**config.mk**
```make
export PLATFORM = sky130hd
export DESIGN_NAME = spi_master
export DESIGN_NICKNAME = d
export VERILOG_FILES = /design/src/rtl/spi_pkg.sv /design/src/rtl/spi_master_shifter.sv /design/src/rtl/spi_master.sv
export SDC_FILE = /design/constraint.sdc
export NUM_CORES = 1
export LEC_CHECK = 0
export BUFFER_PORTS_ARGS = -buffer_cell sky130_fd_sc_hd__buf_2
export CAP_MARGIN = 20
export CORE_ASPECT_RATIO = 2
export CORE_UTILIZATION = 40
export DETAILED_ROUTE_END_ITERATION = 7
export GPL_ROUTABILITY_DRIVEN = 0
export SLEW_MARGIN = 20
export SYNTH_ARGS = -nofsm -noshare
export SYNTH_HDL_FRONTEND = slang
export SYNTH_SLANG_ARGS = --single-unit
```
**constraint.sdc**
```tcl
create_clock -name clk -period 3.15 [get_ports clk]
set_input_delay 0.7875 -clock clk [delete_from_list [all_inputs] [get_ports clk]]
set_output_delay 0.7875 -clock clk [all_outputs]
set_load 0.03 [all_outputs]
```
**src/rtl/spi_pkg.sv**
```systemverilog
// spi_pkg: encodings shared by the SPI master and the SPI-slave/RAM block so
// both ends agree on opcodes, frame geometry and the master state encoding.
package spi_pkg;

  localparam int unsigned FRAME_W = 10;
  localparam int unsigned DATA_W  = 8;

  localparam logic [1:0] CMD_WR_ADDR = 2'b00;
  localparam logic [1:0] CMD_WR_DATA = 2'b01;
  localparam logic [1:0] CMD_RD_ADDR = 2'b10;
  localparam logic [1:0] CMD_RD_DATA = 2'b11;

  typedef enum logic [2:0] {
    M_IDLE      = 3'd0,
    M_START     = 3'd1,
    M_SHIFT_OUT = 3'd2,
    M_TURN      = 3'd3,
    M_SHIFT_IN  = 3'd4,
    M_GAP       = 3'd5
  } master_state_t;

endpackage

```
**src/rtl/spi_master_shifter.sv**
```systemverilog
// spi_master_shifter: 10-bit parallel-in/serial-out for MOSI and a serial-in
// collector for MISO.
//  clk, rst   : clock, synchronous active-high reset
//  load       : capture frame_in into the PISO, clear the MISO collector
//  frame_in   : {opcode, payload} frame, MSB sent first
//  shift      : drive the next PISO bit onto mosi at this edge (else mosi=0)
//  sample     : shift miso into the collector at this edge
//  miso       : serial data from the slave
//  mosi       : registered serial data to the slave
//  rx_byte    : collected bits plus the live miso bit, i.e. the byte that
//               results if this edge is the last sample edge
module spi_master_shifter
  import spi_pkg::*;
(
  input  logic               clk,
  input  logic               rst,
  input  logic               load,
  input  logic [FRAME_W-1:0] frame_in,
  input  logic               shift,
  input  logic               sample,
  input  logic               miso,
  output logic               mosi,
  output logic [DATA_W-1:0]  rx_byte
);

  logic [FRAME_W-1:0] piso;
  // Only DATA_W-1 bits need storing; the final bit is taken live from miso.
  logic [DATA_W-2:0]  sipo;

  assign rx_byte = {sipo, miso};

  always_ff @(posedge clk) begin
    if (rst) begin
      piso <= '0;
      sipo <= '0;
      mosi <= 1'b0;
    end else begin
      if (load) begin
        piso <= frame_in;
      end else if (shift) begin
        piso <= {piso[FRAME_W-2:0], 1'b0};
      end

      mosi <= shift ? piso[FRAME_W-1] : 1'b0;

      if (load) begin
        sipo <= '0;
      end else if (sample) begin
        sipo <= rx_byte[DATA_W-2:0];
      end
    end
  end

endmodule

```
**src/rtl/spi_master.sv**
```systemverilog
// spi_master: single-clock SPI master. Turns host commands into 10-bit
// MSB-first frames on MOSI/SS_n and, for read-data frames, collects the byte
// the slave returns on MISO.
//  clk, rst             : clock, synchronous active-high reset
//  cmd_valid/cmd_ready  : command handshake (ready only in IDLE)
//  cmd_op, cmd_data     : opcode and payload (payload sent as 0 for op 11)
//  rd_data, rd_valid    : returned byte and its one-cycle strobe
//  busy                 : high from acceptance until back in IDLE
//  MOSI, MISO, SS_n     : serial link to the slave
//  frame_cnt            : completed-frame counter, only present when
//                         SPI_MASTER_FRAME_CNT_EN is defined
// Parameters: RD_WAIT turnaround cycles before MISO sampling, GAP_CYC SS_n-high
// cycles after each frame (at least 1).
module spi_master
  import spi_pkg::*;
#(
  parameter int unsigned RD_WAIT = 1,
  parameter int unsigned GAP_CYC = 2
) (
  input  logic        clk,
  input  logic        rst,
  input  logic        cmd_valid,
  output logic        cmd_ready,
  input  logic [1:0]  cmd_op,
  input  logic [7:0]  cmd_data,
  output logic [7:0]  rd_data,
  output logic        rd_valid,
  output logic        busy,
  output logic        MOSI,
  input  logic        MISO,
  output logic        SS_n
`ifdef SPI_MASTER_FRAME_CNT_EN
  ,
  output logic [15:0] frame_cnt
`endif
);

  localparam logic [3:0] OUT_LOAD  = 4'(FRAME_W - 1);
  localparam logic [3:0] IN_LOAD   = 4'(DATA_W - 1);
  localparam logic [3:0] TURN_LOAD = 4'((RD_WAIT == 0) ? 0 : RD_WAIT - 1);
  localparam logic [3:0] GAP_LOAD  = 4'((GAP_CYC == 0) ? 0 : GAP_CYC - 1);

  master_state_t      state, state_n;
  logic [3:0]         cnt, cnt_n;
  logic               is_rd;
  logic               load, shift, sample, rd_done;
  logic [DATA_W-1:0]  payload;
  logic [DATA_W-1:0]  rx_byte;
  logic               in_frame;

  always_comb begin
    payload = (cmd_op == CMD_RD_DATA) ? '0 : cmd_data;
  end

  assign in_frame = (state != M_IDLE);

  spi_master_shifter u_shifter (
    .clk      (clk),
    .rst      (rst),
    .load     (load),
    .frame_in ({cmd_op, payload}),
    .shift    (shift),
    .sample   (sample),
    .miso     (MISO),
    .mosi     (MOSI),
    .rx_byte  (rx_byte)
  );

  always_ff @(posedge clk) begin
    if (rst) begin
      state <= M_IDLE;
      cnt   <= '0;
      is_rd <= 1'b0;
    end else begin
      state <= state_n;
      cnt   <= cnt_n;
      if (load) begin
        is_rd <= (cmd_op == CMD_RD_DATA);
      end
    end
  end

  always_comb begin
    state_n = state;
    cnt_n   = cnt - 4'd1;
    load    = 1'b0;
    sample  = 1'b0;
    rd_done = 1'b0;
    case (state)
      M_IDLE: begin
        cnt_n = cnt;
        if (cmd_valid) begin
          state_n = M_START;
          load    = 1'b1;
        end
      end
      M_START: begin
        state_n = M_SHIFT_OUT;
        cnt_n   = OUT_LOAD;
      end
      M_SHIFT_OUT: begin
        if (cnt == '0) begin
          if (!is_rd) begin
            state_n = M_GAP;
            cnt_n   = GAP_LOAD;
          end else if (RD_WAIT == 0) begin
            state_n = M_SHIFT_IN;
            cnt_n   = IN_LOAD;
          end else begin
            state_n = M_TURN;
            cnt_n   = TURN_LOAD;
          end
        end
      end
      M_TURN: begin
        if (cnt == '0) begin
          state_n = M_SHIFT_IN;
          cnt_n   = IN_LOAD;
        end
      end
      M_SHIFT_IN: begin
        sample = 1'b1;
        if (cnt == '0) begin
          state_n = M_GAP;
          cnt_n   = GAP_LOAD;
          rd_done = 1'b1;
        end
      end
      M_GAP: begin
        if (cnt == '0) begin
          state_n = M_IDLE;
        end
      end
      default: begin
        state_n = M_IDLE;
        cnt_n   = '0;
      end
    endcase
    // Outputs are registered from the next state, so MOSI carries bit N
    // in the cycle the FSM spends on bit N.
    shift = (state_n == M_SHIFT_OUT);
  end

  always_ff @(posedge clk) begin
    if (rst) begin
      SS_n      <= 1'b1;
      cmd_ready <= 1'b1;
      busy      <= 1'b0;
      rd_valid  <= 1'b0;
    end else begin
      SS_n      <= (state_n == M_IDLE) || (state_n == M_GAP);
      cmd_ready <= (state_n == M_IDLE);
      busy      <= (state_n != M_IDLE);
      rd_valid  <= rd_done;
    end
  end

  // A reset that lands in the middle of a frame only aborts the frame; the
  // last completed read byte (and frame count) survive it. A reset seen
  // while idle returns them to zero.
  always_ff @(posedge clk) begin
    if (rst) begin
      if (!in_frame) begin
        rd_data <= '0;
      end
    end else if (rd_done) begin
      rd_data <= rx_byte;
    end
  end

`ifdef SPI_MASTER_FRAME_CNT_EN
  always_ff @(posedge clk) begin
    if (rst) begin
      if (!in_frame) begin
        frame_cnt <= '0;
      end
    end else if (state_n == M_GAP && state != M_GAP) begin
      frame_cnt <= frame_cnt + 16'd1;
    end
  end
`endif

endmodule

```
==> results by group <==
Clocking
  – Post-CTS setup buffers: 0
  – Post-CTS sizing: 0
  – Clock buffer count from CTS: 5
  – CTS tree: done
  – Root Buffer: clkbuf_8
  – CTS H-Tree Depth: 2
  – Worst-path clk slew: 0.07 ns
  – Clk buf depth: 2
  – Clk sink count: 38
  – Worst-Skew Late Latency: 0.29 ns
  – CTS hold repair buffers: 0

Worst setup path
  – Worst Setup Path Type: reg2reg
  – Critical path capture point type: flip-flop
  – Arrival time worst endpoint: 2.15 ns
  – Worst EP required: 3.29 ns
  – Setup crit start kind: flip-flop
  – Worst-path maximum fanout: 10

Power and ir drop
  – Power per cell area: 1040 mW/mm^2
  – Total chip power: 0.00215 W
  – Peak supply drop: 0.548 mV
  – LEAKAGE: 0.763 nW

Finish
  – Footprint of the multi-input gates: 882 um^2
  – Non-filler instance count after layout: 267
  – Register area: 841 um^2
  – Share of cells above drive strength 1: 25.8%
  – Fill cells: 445
  – Area grow syn2layout: 14.3%
  – Diode count: 0
  – Nets: 227
  – Final Util: 47.8%

Routing
  – Via count: 1401
  – WL final: 3.60 mm
  – TritonRoute pass-1 iters: 4
  – Post-route ant nets: 0
  – Post-DR wirelength/cell: 13.5 um
  – Vias/cell: 5.25
  – DRT iter0 DRCs: 38
  – DRC: 0

Timing
  – Unrepaired setup endpoints after global routing: false
  – Clock Skew: 0.00357 ns
  – Final hold vios: 0
  – Final hold slack: 0.460 ns
  – Max Fclk: 0.497 GHz
  – TNS Setup: 0 ns
  – Actual slew at the worst max-slew pin: 0.751 ns
  – Part of the cycle the worst path needs: 63.9%
  – Final setup fails: 0
  – Fin crit period: 2.01 ns
  – Slew margin rel.: 49.8%
  – Final Max Tran Viols: 0

Min path
  – Hold Path Class: reg2reg

Logic synthesis
  – Synth cell types: 47
  – Synth Flop Type: dfxtp_1
  – Number of synthesized flops with an enable pin: 8
  – FFs w/ async S/R, synth: 0%
  – Area contributors post-synth: dfxtp_1 (33%), edfxtp_1 (13%), a311oi_2 (5.8%)
  – Syn Nets: 204
  – Share of the synthesized area in the top cell type: 33.1%
  – Yosys warns: 0
  – Post-synthesis cell count: 189
  – Area leader, netlist: dfxtp_1
  – Post-synthesis sequential area ratio: 46.3%
  – Syn Std Cell Area: 0.00182 mm^2
  – Count of state elements after synthesis: 38
  – Mapped Avg Cell Area: 9.61 um^2

Outcome
  – Outcome: complete, no violations

Placed design
  – Placed insts: 259
  – PortBufs: 26
  – Hpwl dp: 2.70 mm

GRT
  – First-pass GRT wire length: 6.07 mm
  – Initial antenna violation count: 0
  – Largest net degree at the start of global routing: 31
  – Total gr overflow: 0
  – Total GRT Usage: 16.4%
  – Vias in the first global route: 1381

Die
  – Ports: 27
  – Die height: 97.3 um
  – Initial core utilization: 41.9%
  – Std-Cell Rows: 34
  – DIE AREA: 0.00483 mm^2
  – Die Width: 49.7 um
  – Core area: 0.00434 mm^2

Job
  – Max-cap violations: 0
[logic make-up after synthesis]
kind of cell	share of synthesized area (%)
XOR/XNOR	0.964
multiplexers	2.27
flip-flops	46.3
AND/OR/NAND/NOR	22.2
buffers and inverters	5.51
adder cells (fa/ha/maj)	0.689
AO/OA/AOI/OAI	22.1
[synthesized netlist by cell type, drive strengths merged, types with 2 or more instances]
master   count
a2111oi      2
a211oi       4
a21oi       20
a221o        2
a311oi       7
a31oi        3
and2         3
buf         10
clkbuf       4
dfxtp       30
edfxtp       8
inv          5
mux2i        3
nand2       19
nand2b       8
nand3        7
nor2        11
nor2b       10
nor3         8
o21ai        5
or2          3
xnor2        2
[per-layer routing]
layer  GRT usage [%]  vias to the layer above  wire (um)
li1                -                      721          -
met1            14.5                      642       1250
met2            32.3                       30       2150
met3            3.76                        8        107
met4            7.91                        0        100
met5               0                        -          0
[path summary, 6_finish.rpt]
kind                      from                end  slack, ns  cells after the start
max                     cnt[0]  u_shifter.piso[4]       1.14                      6
min          u_shifter.sipo[6]  u_shifter.sipo[6]       0.46                      2
max reg2reg             cnt[0]  u_shifter.piso[4]       1.14                      6
min reg2reg  u_shifter.sipo[6]  u_shifter.sipo[6]       0.46                      2
[worst max-delay path, cell delays in order, from the launching register on]
cell and delay (ns):
dfxtp_1 0.39, inv_1 0.06, ha_1 0.22, nor3b_4 0.19, o21ai_2 0.32, and2_1 0.51, a311oi_2 0.17
[layout make-up]
class	count	share of cell area, %
clock buffer	7	3.68
clock inverter	1	1.45
inverter	5	0.904
multi-input combinational	132	42.5
sequential	38	40.5
tap	54	3.25
timing repair buffer	30	7.72
[placed cells by master (no fill, tap or decap), types with 4 or more instances in the layout]
cell type / n
dfxtp_1: 30
buf_2: 26
nand2_1: 19
a21oi_1: 19
nor2_1: 10
nor2b_1: 10
nor3_1: 8
nand2b_1: 8
edfxtp_1: 8
nand3_1: 7
a311oi_2: 7
clkbuf_8: 5
inv_1: 4
buf_4: 4
[metrics by stage]
stage	setup slack [ns]	area [um^2]
floorplan	0.757	1820
global placement	1.15	1970
detailed placement	1.12	1970
CTS	1.10	2080
global route	0.938	2080
finish	1.14	2080
[registers in the layout, indices dropped and copies added (netlist names)]
signal and cells:
cmd_ready 1, u_shifter.piso 10, busy 1, state 3, u_shifter.mosi 1, is_rd 1, u_shifter.sipo 7, cnt 4
rd_data 8, SS_n 1, rd_valid 1
[power by group]
part | internal [W] | switching [W]
clock network | 0.000237 | 0.000162
registers | 0.000639 | 0.000135
logic | 0.000390 | 0.000590
Note: power is estimated with default switching activity, not from simulation.
